===== src/rtl/display_pkg.sv =====
// -----------------------------------------------------------------------------
// display_pkg
// Shared constants for the seven-segment display path: digit codes understood
// by the digit decoder, the BCD scratch width, and the formatter FSM states.
// Ports: none (package).
// -----------------------------------------------------------------------------
package display_pkg;

  localparam int DIG_W = 5;
  localparam int BCD_W = 16;

  // Codes 0..9 are plain decimal digits; these two are the only non-numeric
  // codes the decoder knows about.
  localparam logic [DIG_W-1:0] DIG_BLANK = 5'b10000;
  localparam logic [DIG_W-1:0] DIG_MINUS = 5'b10001;

  typedef enum logic [2:0] {
    IDLE   = 3'd0,
    LOAD   = 3'd1,
    SHIFT  = 3'd2,
    FORMAT = 3'd3,
    DONE   = 3'd4
  } state_t;

endpackage


===== src/rtl/bcd_add3.sv =====
// -----------------------------------------------------------------------------
// bcd_add3
// Double-dabble nibble correction: any BCD nibble of 5 or more gets 3 added so
// that the following left shift carries correctly into the next decade.
// Ports:
//   i_nib  4-bit BCD nibble before correction
//   o_nib  4-bit corrected nibble
// -----------------------------------------------------------------------------
module bcd_add3 (
  input  logic [3:0] i_nib,
  output logic [3:0] o_nib
);

  assign o_nib = (i_nib >= 4'd5) ? (i_nib + 4'd3) : i_nib;

endmodule


===== src/rtl/display_value_formatter.sv =====
// -----------------------------------------------------------------------------
// display_value_formatter
// Converts a signed two's-complement value into four 5-bit digit codes for the
// seven-segment scanner. Sequential shift-and-add-3 binary-to-BCD, then
// leading-zero blanking, sign placement and overflow ("----") formatting.
// Digit outputs only change on the edge that raises done.
// Ports:
//   clock     system clock, rising edge
//   reset_n   asynchronous active-low reset
//   start     conversion request, sampled only in IDLE
//   value_in  signed input value, captured when start is accepted
//   busy      high from the accepting edge until done falls
//   done      one-cycle pulse, digits valid from the same edge
//   overflow  last conversion was outside the displayable range
//   digit3..0 digit codes, digit3 leftmost
// -----------------------------------------------------------------------------
module display_value_formatter
  import display_pkg::*;
#(
  parameter int WIDTH    = 14,
  parameter int BLANK_LZ = 1
) (
  input  logic             clock,
  input  logic             reset_n,
  input  logic             start,
  input  logic [WIDTH-1:0] value_in,
  output logic             busy,
  output logic             done,
  output logic             overflow,
  output logic [DIG_W-1:0] digit3,
  output logic [DIG_W-1:0] digit2,
  output logic [DIG_W-1:0] digit1,
  output logic [DIG_W-1:0] digit0
);

  localparam int CNT_W = $clog2(WIDTH + 1);

  state_t             r_state;
  logic [WIDTH-1:0]   r_value;
  logic [WIDTH-1:0]   r_mag;
  logic               r_neg;
  logic               r_ovf;
  logic               r_carry;
  logic [BCD_W-1:0]   r_bcd;
  logic [CNT_W-1:0]   r_cnt;

  logic [WIDTH-1:0]   w_mag;
  logic [31:0]        w_mag_ext;
  logic               w_ovf;
  logic [BCD_W-1:0]   w_corr;
  logic [3:0]         w_n3, w_n2, w_n1, w_n0;
  logic               w_b3, w_b2, w_b1;
  logic               w_fmt_ovf;
  logic [DIG_W-1:0]   w_d3, w_d2, w_d1, w_d0;

  // NOTE: the magnitude is kept as a WIDTH-bit unsigned value, so negating the
  // most negative input (e.g. -8192 -> 8192) fits without wrapping.
  assign w_mag     = r_value[WIDTH-1] ? (~r_value + WIDTH'(1)) : r_value;
  assign w_mag_ext = 32'(w_mag);
  assign w_ovf     = r_value[WIDTH-1] ? (w_mag_ext > 32'd999) : (w_mag_ext > 32'd9999);

  // Add-3 correction on every decade before each shift.
  for (genvar g = 0; g < BCD_W / 4; g++) begin : g_add3
    bcd_add3 u_add3 (
      .i_nib (r_bcd[4*g +: 4]),
      .o_nib (w_corr[4*g +: 4])
    );
  end

  assign w_n3 = r_bcd[15:12];
  assign w_n2 = r_bcd[11:8];
  assign w_n1 = r_bcd[7:4];
  assign w_n0 = r_bcd[3:0];

  // A carry out of the thousands decade means a fifth digit, which can only
  // happen for values already flagged out of range.
  assign w_fmt_ovf = r_ovf | r_carry;

  // NOTE: every signal written here gets a value on every path before any
  // conditional override, so no latch can be inferred.
  always_comb begin
    w_b3 = (BLANK_LZ != 0) && (w_n3 == 4'd0);
    w_b2 = w_b3 && (w_n2 == 4'd0);
    w_b1 = w_b2 && (w_n1 == 4'd0);
    w_d3 = w_b3 ? DIG_BLANK : {1'b0, w_n3};
    w_d2 = w_b2 ? DIG_BLANK : {1'b0, w_n2};
    w_d1 = w_b1 ? DIG_BLANK : {1'b0, w_n1};
    w_d0 = {1'b0, w_n0};
    // Minus sits in the blanked slot right next to the leading digit; without
    // blanking nothing is blanked and it lands in digit3 (magnitude <= 999).
    if (r_neg) begin
      if (w_b1)      w_d1 = DIG_MINUS;
      else if (w_b2) w_d2 = DIG_MINUS;
      else           w_d3 = DIG_MINUS;
    end
    if (w_fmt_ovf) begin
      w_d3 = DIG_MINUS;
      w_d2 = DIG_MINUS;
      w_d1 = DIG_MINUS;
      w_d0 = DIG_MINUS;
    end
  end

  // NOTE: all state is updated with non-blocking assignments so every register
  // samples the pre-edge values, independent of statement order.
  always_ff @(posedge clock or negedge reset_n) begin
    if (!reset_n) begin
      r_state  <= IDLE;
      busy     <= 1'b0;
      done     <= 1'b0;
      overflow <= 1'b0;
      digit3   <= DIG_BLANK;
      digit2   <= DIG_BLANK;
      digit1   <= DIG_BLANK;
      digit0   <= 5'd0;
      r_value  <= '0;
      r_mag    <= '0;
      r_neg    <= 1'b0;
      r_ovf    <= 1'b0;
      r_carry  <= 1'b0;
      r_bcd    <= '0;
      r_cnt    <= '0;
    end else begin
      done <= 1'b0;
      case (r_state)
        IDLE: begin
          if (start) begin
            r_value <= value_in;
            busy    <= 1'b1;
            r_state <= LOAD;
          end
        end
        LOAD: begin
          r_neg   <= r_value[WIDTH-1];
          r_mag   <= w_mag;
          r_ovf   <= w_ovf;
          r_carry <= 1'b0;
          r_bcd   <= '0;
          r_cnt   <= '0;
          r_state <= SHIFT;
        end
        SHIFT: begin
          // Runs the full WIDTH shifts even on overflow for constant latency.
          r_bcd   <= {w_corr[BCD_W-2:0], r_mag[WIDTH-1]};
          r_carry <= r_carry | w_corr[BCD_W-1];
          r_mag   <= r_mag << 1;
          r_cnt   <= r_cnt + CNT_W'(1);
          if (r_cnt == CNT_W'(WIDTH - 1)) r_state <= FORMAT;
        end
        FORMAT: begin
          digit3   <= w_d3;
          digit2   <= w_d2;
          digit1   <= w_d1;
          digit0   <= w_d0;
          overflow <= w_fmt_ovf;
          done     <= 1'b1;
          r_state  <= DONE;
        end
        DONE: begin
          busy    <= 1'b0;
          r_state <= IDLE;
        end
        default: r_state <= IDLE;
      endcase
    end
  end

endmodule


===== config.mk =====
export PLATFORM = sky130hd
export DESIGN_NAME = display_value_formatter
export DESIGN_NICKNAME = d
export VERILOG_FILES = /design/src/rtl/display_pkg.sv /design/src/rtl/bcd_add3.sv /design/src/rtl/display_value_formatter.sv
export SDC_FILE = /design/constraint.sdc
export NUM_CORES = 1
export LEC_CHECK = 0
export ABC_AREA = 0
export CELL_PAD_IN_SITES_DETAIL_PLACEMENT = 2
export CELL_PAD_IN_SITES_GLOBAL_PLACEMENT = 2
export CORE_MARGIN = 8
export CORE_UTILIZATION = 40
export DETAILED_ROUTE_END_ITERATION = 16
export GPL_TIMING_DRIVEN = 1
export PLACE_DENSITY = 0.82
export SETUP_SLACK_MARGIN = 0.15
export SLEW_MARGIN = 20
export SYNTH_ARGS = -nofsm -noshare
export SYNTH_HDL_FRONTEND = slang
export SYNTH_HIERARCHICAL = 1
export SYNTH_SLANG_ARGS = --single-unit

===== constraint.sdc =====
create_clock -name clock -period 6.04 [get_ports clock]
set_input_delay 1.51 -clock clock [delete_from_list [all_inputs] [get_ports clock]]
set_output_delay 1.51 -clock clock [all_outputs]
set_load 0.05 [all_outputs]

==> results of run 1 <==
-- stage by stage --
step / cells / hold slack (ps) / total power, mW / util [%]
after global routing: 521 / 526.5 / 2.702 / 48.08
after floorplan: 357 / 450.3 / 1.793 / -
after CTS: 521 / 502.3 / 2.541 / 48.02
after global placement: 506 / 467.3 / 2.064 / 45.94
after detailed placement: 506 / 483.3 / 2.135 / 45.94
final: 521 / 491.5 / 2.515 / 48.08
-- cell usage after synthesis, types with 2 or more instances --
master	n	area share, %
dfrtp_1	73	48
nand2_1	30	3.0
o21ai_0	30	4.0
a22o_1	28	6.5
nor2_1	23	2.3
inv_1	16	1.6
clkbuf_1	15	1.5
a22oi_1	13	2.6
ha_1	11	3.6
mux2_2	10	3.0
nand2b_1	10	1.6
xnor2_1	8	1.8
xor2_1	8	1.8
a21oi_1	5	0.66
buf_6	5	1.5
mux2i_1	5	1.3
o41ai_1	5	1.2
a21oi_2	4	0.92
o21ai_1	4	0.53
dfstp_2	3	2.1
nand3_1	3	0.40
nor3_1	3	0.40
o32a_1	3	0.79
or3_1	3	0.49
a21boi_0	2	0.40
buf_4	2	0.40
nand4_1	2	0.33
nor2b_1	2	0.33
nor4_1	2	0.33
o22ai_1	2	0.33
or3b_2	2	0.46
or4_1	2	0.40
-- flip-flops by register name, indices dropped and copies added (netlist names), 3 cells and up --
| name | flops |
|---|---|
| digit2 | 5 |
| digit1 | 5 |
| r_bcd | 16 |
| r_state | 3 |
| r_mag | 14 |
| digit3 | 5 |
| digit0 | 4 |
| r_value | 14 |
| r_cnt | 4 |
-- worst reg2reg max path: cells and delay by family (launching register included) --
| kind | cells | cell delay (ps) |
|---|---|---|
| and+or+nand+nor | 2 | 1210 |
| buffers and inverters | 1 | 320 |
| DFF | 1 | 520 |
| AOI/OAI and AO/OA | 2 | 340 |
-- layout make-up --
type,instances,area share (%)
Timing Repair Buffer,42,9.237
Clock buffer,11,3.182
Inverter,17,1.436
Sequential cell,76,42.89
Clock inverter,4,1.126
Tap cell,129,3.633
Multi-Input combinational cell,242,38.50
-- layer usage --
layer  wire (um)  track usage, %  up-vias  part of all wire, %
met2        4744           27.14       40                   49
met5           0               0        -                    0
met4         120           5.684        0                  1.3
met1        4448           19.31     1478                   46
met3         282           2.958       11                  2.9
li1            -               -     1353                    -
-- power groups by stage --
stage / sequential, mW / clock, mW / combinational (mW)
final: 0.947 / 0.391 / 1.18
after global routing: 0.982 / 0.419 / 1.30
after CTS: 0.946 / 0.402 / 1.19
after detailed placement: 0.953 / 0 / 1.18
after global placement: 0.938 / 0 / 1.13
after floorplan: 1.02 / 0 / 0.769
-- logic make-up (layout without fill, tap and decap cells) --
group | Yosys count | in the layout | synth area share (%)
AOI/OAI and AO/OA | 107 | 107 | 20.69
xor gates and xnor gates | 16 | 16 | 3.689
adders and majority gates | 11 | 11 | 3.623
buffers and inverters | 39 | 74 | 5.039
DFF | 76 | 76 | 50.16
muxes | 15 | 15 | 4.282
and+or+nand+nor | 93 | 93 | 12.52
-- worst max path at each step --
stage / start / to / slack (ps) / cells past startpoint
5_1_grt: digit1[4]$_DFFE_PN1P_ / digit1[4] / 2800 / 1
3_5_place_dp: start / r_value[6]$_DFFE_PN0P_ / 2520 / 4
4_1_cts: digit3[4]$_DFFE_PN1P_ / digit3[4] / 2830 / 1
6_report: digit3[4]$_DFFE_PN1P_ / digit3[4] / 2850 / 1
2_1_floorplan: start / r_value[12]$_DFFE_PN0P_ / 3270 / 4
3_3_place_gp: start / r_value[10]$_DFFE_PN0P_ / 2580 / 4
==> results.ini, run 1 <==
[cts]
cts_resized = 0
root_buffer = clkbuf_8
clk_latency_ps = 340
cts_tree = yes
cts_num_sinks = 76
cts_made_buffers = 9
postCtsSetupBuffers = 0
cts.path.max_buffers = 2
hold_buffers = 0
htree_levels = 3
clkTransAtPathRegs_ps = 80

[route]
ant_nets = 0
vias_per_cell = 5.532
vias = 2882
routed_wl_mm = 9.595
wl_per_cell_um = 18.42
dr.pass1.iters = 4
drc = 0
drt_iter0_drc = 73

[floorplanning]
core_sq_um = 9240
row_count = 35
start_util_pct = 41.11
ios = 40
die_y_um = 113.5
fp.dieW_um = 113.5
die_area_sq_um = 12870

[place]
dp_slack_ps = 2523
hpwl_mm = 6.668
placed_cell_area_sq_um = 4245
port_buffers = 39
place.gp.congestion = 0.7638

[critical_path]
worstPathMaxFanout = 2
path_cells = clkdlybuf4s50_1
required_ps = 4530
critical-path-max-stage-delay_ps = 800
cpLargestDelayFamily = buffers and inverters
critPathKind = reg2out
worstSetupEndpointType = output pin
r2r-end = r_mag[7]$_DFFE_PN0P_
r2r_setup_slack_ps = 3510
crit_arrival_ps = 1680
worst_path_max_delay_cell = clkdlybuf4s50_1
worst_setup_path_start_kind = flop
timing.critical_path.buf_inv = 1
reg2reg_depth = 5
rr_startpoint = r_state[0]$_DFFE_PN0P_

[global_routing]
grt.total_usage_pct = 15.78
grt_overflow = 0
antenna_found_initial = 0
grt_pass1_wl_mm = 16.47
grt_pass1_vias = 3257
grt_start_max_net_pins = 77

[logic_synthesis]
synth_flop_cell = dfrtp_1
synth.distinct_cells = 55
synth_area_sq_um = 3799
yosysSeqAreaShare_pct = 50.16
syn_area_per_cell_sq_um = 10.64
synth-edff-count = 0
synthArstFlopShare_pct = 100.0
synthCells = 357
ys_ff_latch = 76
ys_warn_count = 6
syn_nets = 385

[finish]
area_growth_syn_to_layout_pct = 16.96
regArea_sq_um = 1906
nets = 416
diodes = 0
final_common_cell = dfrtp_1
nFillCells = 961
layout-drive-gt1-share_pct = 12.24
layout_common_cells = dfrtp_1, clkdlybuf4s50_1, nand2_1, o21ai_0, a22o_1
multi_input_area_sq_um = 1710
final_area_sq_um = 4443

[sta]
fin_ws_ps = 2850
tns_ps = 0
setup_viol = 0
fmax_ghz = 0.3135
min_period_over_period_pct = 52.81
drv_slew = 0
rsz0062_at_grt = false
max_slew_margin_pct = 31.73
fin_crit_ps = 3190
hold_violations = 0
worst_slew_pin_slew_ps = 1022
fin_skew_ps = 7.443

[pwr]
cellInternalPower_mw = 1.379
clockPowerShare_pct = 15.6
vdd_drop_max_mv = 0.2816
switching_power_mw = 1.136
p_sw_share_pct = 45.18
cellPowerDensity_nw_per_um2 = 566.1
leakage_nw = 1.925
p_seq_share_pct = 37.6
p_comb_share_pct = 46.8

[hold_path]
holdCritPathClass = reg2reg
hp-start = r_mag[0]$_DFFE_PN0P_
worst_hold_path.num_cells = 2
min_to = r_mag[0]$_DFFE_PN0P_

[flow_run]
maxCapViolCount = 0

[outcome]
status = finished, final reports clean

Power figures use the tool's default switching activity.
==> inputs of run 2 (changes only) <==
--- a/config.mk
+++ b/config.mk
@@ -9,10 +9,10 @@
 export CELL_PAD_IN_SITES_DETAIL_PLACEMENT = 2
 export CELL_PAD_IN_SITES_GLOBAL_PLACEMENT = 2
 export CORE_MARGIN = 8
-export CORE_UTILIZATION = 40
+export CORE_UTILIZATION = 37
 export DETAILED_ROUTE_END_ITERATION = 16
 export GPL_TIMING_DRIVEN = 1
-export PLACE_DENSITY = 0.82
+export PLACE_DENSITY = 0.76
 export SETUP_SLACK_MARGIN = 0.15
 export SLEW_MARGIN = 20
 export SYNTH_ARGS = -nofsm -noshare
==> constraint.sdc (replaced) <==
create_clock -name clock -period 3.1 [get_ports clock]
set_input_delay 0.775 -clock clock [delete_from_list [all_inputs] [get_ports clock]]
set_output_delay 0.775 -clock clock [all_outputs]
set_load 0.05 [all_outputs]
==> run 2 against run 1 <==
  * Final area grew 0.34%
  * Sequential power grew 93%
  * Via count is the same
  * Combinational power grew 97%
  * Largest power group unchanged
  * Highest routed layer unchanged
==> results.ini, run 2 (synthesis gave the netlist of run 1 again) <==
[pwr]
leakage_nw = 1.944
cellPowerDensity_nw_per_um2 = 1085
vdd_drop_max_mv = 0.4201

[finish]
nets = 419
final_common_cell = dfrtp_1
regMostFlops = r_bcd
layout-drive-gt1-share_pct = 13.13
layout_common_cells = dfrtp_1, clkdlybuf4s50_1, nand2_1, o21ai_0, a22o_1
multi_input_area_sq_um = 1704
top_regs = r_bcd (16), r_mag (14), r_value (14)
regArea_sq_um = 1906
postLayoutCoreUtil_pct = 43.97
nFillCells = 1077
area_growth_syn_to_layout_pct = 17.36
diodes = 0
final_area_sq_um = 4458
largest_reg_flops = 16

[cts]
root_buffer = clkbuf_8
hold_buffers = 0
clk_latency_ps = 350
cts_resized = 0
htree_levels = 3
postCtsSetupBuffers = 0
cts_tree = yes
cts_made_buffers = 9
cts.path.max_buffers = 2
cts_num_sinks = 76
clkTransAtPathRegs_ps = 80

[outcome]
status = finished, final reports clean

[sta]
fin_ws_ps = 609.3
tns_ps = 0
min_period_over_period_pct = 80.35
max_slew_margin_pct = 35.25
setup_viol = 0
hold_violations = 0
drv_slew = 0
fin_crit_ps = 2491
worst_slew_pin_slew_ps = 971.2
fin_skew_ps = 9.315
rsz0062_at_grt = false
fmax_ghz = 0.4015

[global_routing]
antenna_found_initial = 0
grt_overflow = 0
grt_pass1_vias = 3290
grt_start_max_net_pins = 77
grt.total_usage_pct = 14.40
grt_pass1_wl_mm = 16.55

[critical_path]
path_cells = clkdlybuf4s50_1
cpLargestDelayFamily = buffers and inverters
crit_start = digit3[4]$_DFFE_PN1P_
worst_setup_path_start_kind = flop
worstSetupEndpointType = output pin
timing.critical_path.buf_inv = 1
rr_startpoint = r_value[4]$_DFFE_PN0P_
critical-path-max-stage-delay_ps = 820
required_ps = 2320
worst_path_max_delay_cell = clkdlybuf4s50_1
crit_arrival_ps = 1720
critPathKind = reg2out
worstPathMaxFanout = 2

[place]
hpwl_mm = 6.864
dp_slack_ps = 870.4
place.gp.congestion = 0.7466
placed_cell_area_sq_um = 4289
port_buffers = 39

[hold_path]
hp-start = digit3[0]$_DFFE_PN0P_
holdCritPathClass = reg2reg

[floorplanning]
start_util_pct = 37.47
die_area_sq_um = 13770
fp.dieW_um = 117.3
core_sq_um = 10140
die_y_um = 117.3
ios = 40
row_count = 37

[route]
vias = 2882
drc = 0
wl_per_cell_um = 17.90
vias_per_cell = 5.417
drt_iter0_drc = 88
dr.pass1.iters = 4
ant_nets = 0
routed_wl_mm = 9.523

[flow_run]
maxCapViolCount = 0

[run 2: worst paths after layout]
kind | slack (ps) | cells past startpoint | endpoint
setup / recovery | 610 | 1 | digit3[4]
hold reg to reg | 510 | 2 | digit3[0]$_DFFE_PN0P_
min in group asynchronous | 560 | 1 | r_bcd[7]$_DFFE_PN0P_
hold / removal | 510 | 2 | digit3[0]$_DFFE_PN0P_
setup reg to reg | 960 | 5 | r_ovf$_DFFE_PN0P_
max in group asynchronous | 1890 | 1 | r_value[11]$_DFFE_PN0P_
[run 2: worst min-delay path: cells and delay by family (launching register included)]
family / cells / cell delay [ps]
and+or+nand+nor: 2 / 130
DFF: 1 / 350
[run 2: power breakdown]
part / switching, mW / leakage, nW / internal [mW]
clock network: 0.366 / 0.0889 / 0.307
registers: 0.455 / 0.973 / 1.38
logic: 1.38 / 0.882 / 0.954
total: 2.20 / 1.94 / 2.64
[run 2: per-stage QoR]
step	std cells	power [mW]	hold slack [ps]
4_1_cts	532	4.922	508.3
5_1_grt	532	5.234	532.7
6_report	532	4.836	505.1
3_3_place_gp	516	4.080	481.7
2_1_floorplan	357	3.493	450.3
3_5_place_dp	516	4.220	490.3
[run 2: layout make-up]
type,instances,share of cell area [%]
Inverter,17,1.431
Multi-Input combinational cell,242,38.23
Clock buffer,11,3.171
Sequential cell,76,42.74
Timing Repair Buffer,45,9.992
Clock inverter,5,0.6175
Tap cell,136,3.817
[run 2: metal layers]
layer | up-vias | share of wire, % | global-route usage, %
met3 | 9 | 3.4 | 3.309
met5 | - | 0 | 0
met1 | 1474 | 46 | 17.24
li1 | 1357 | - | -
met2 | 42 | 50 | 24.79
met4 | 0 | 0.95 | 4.947
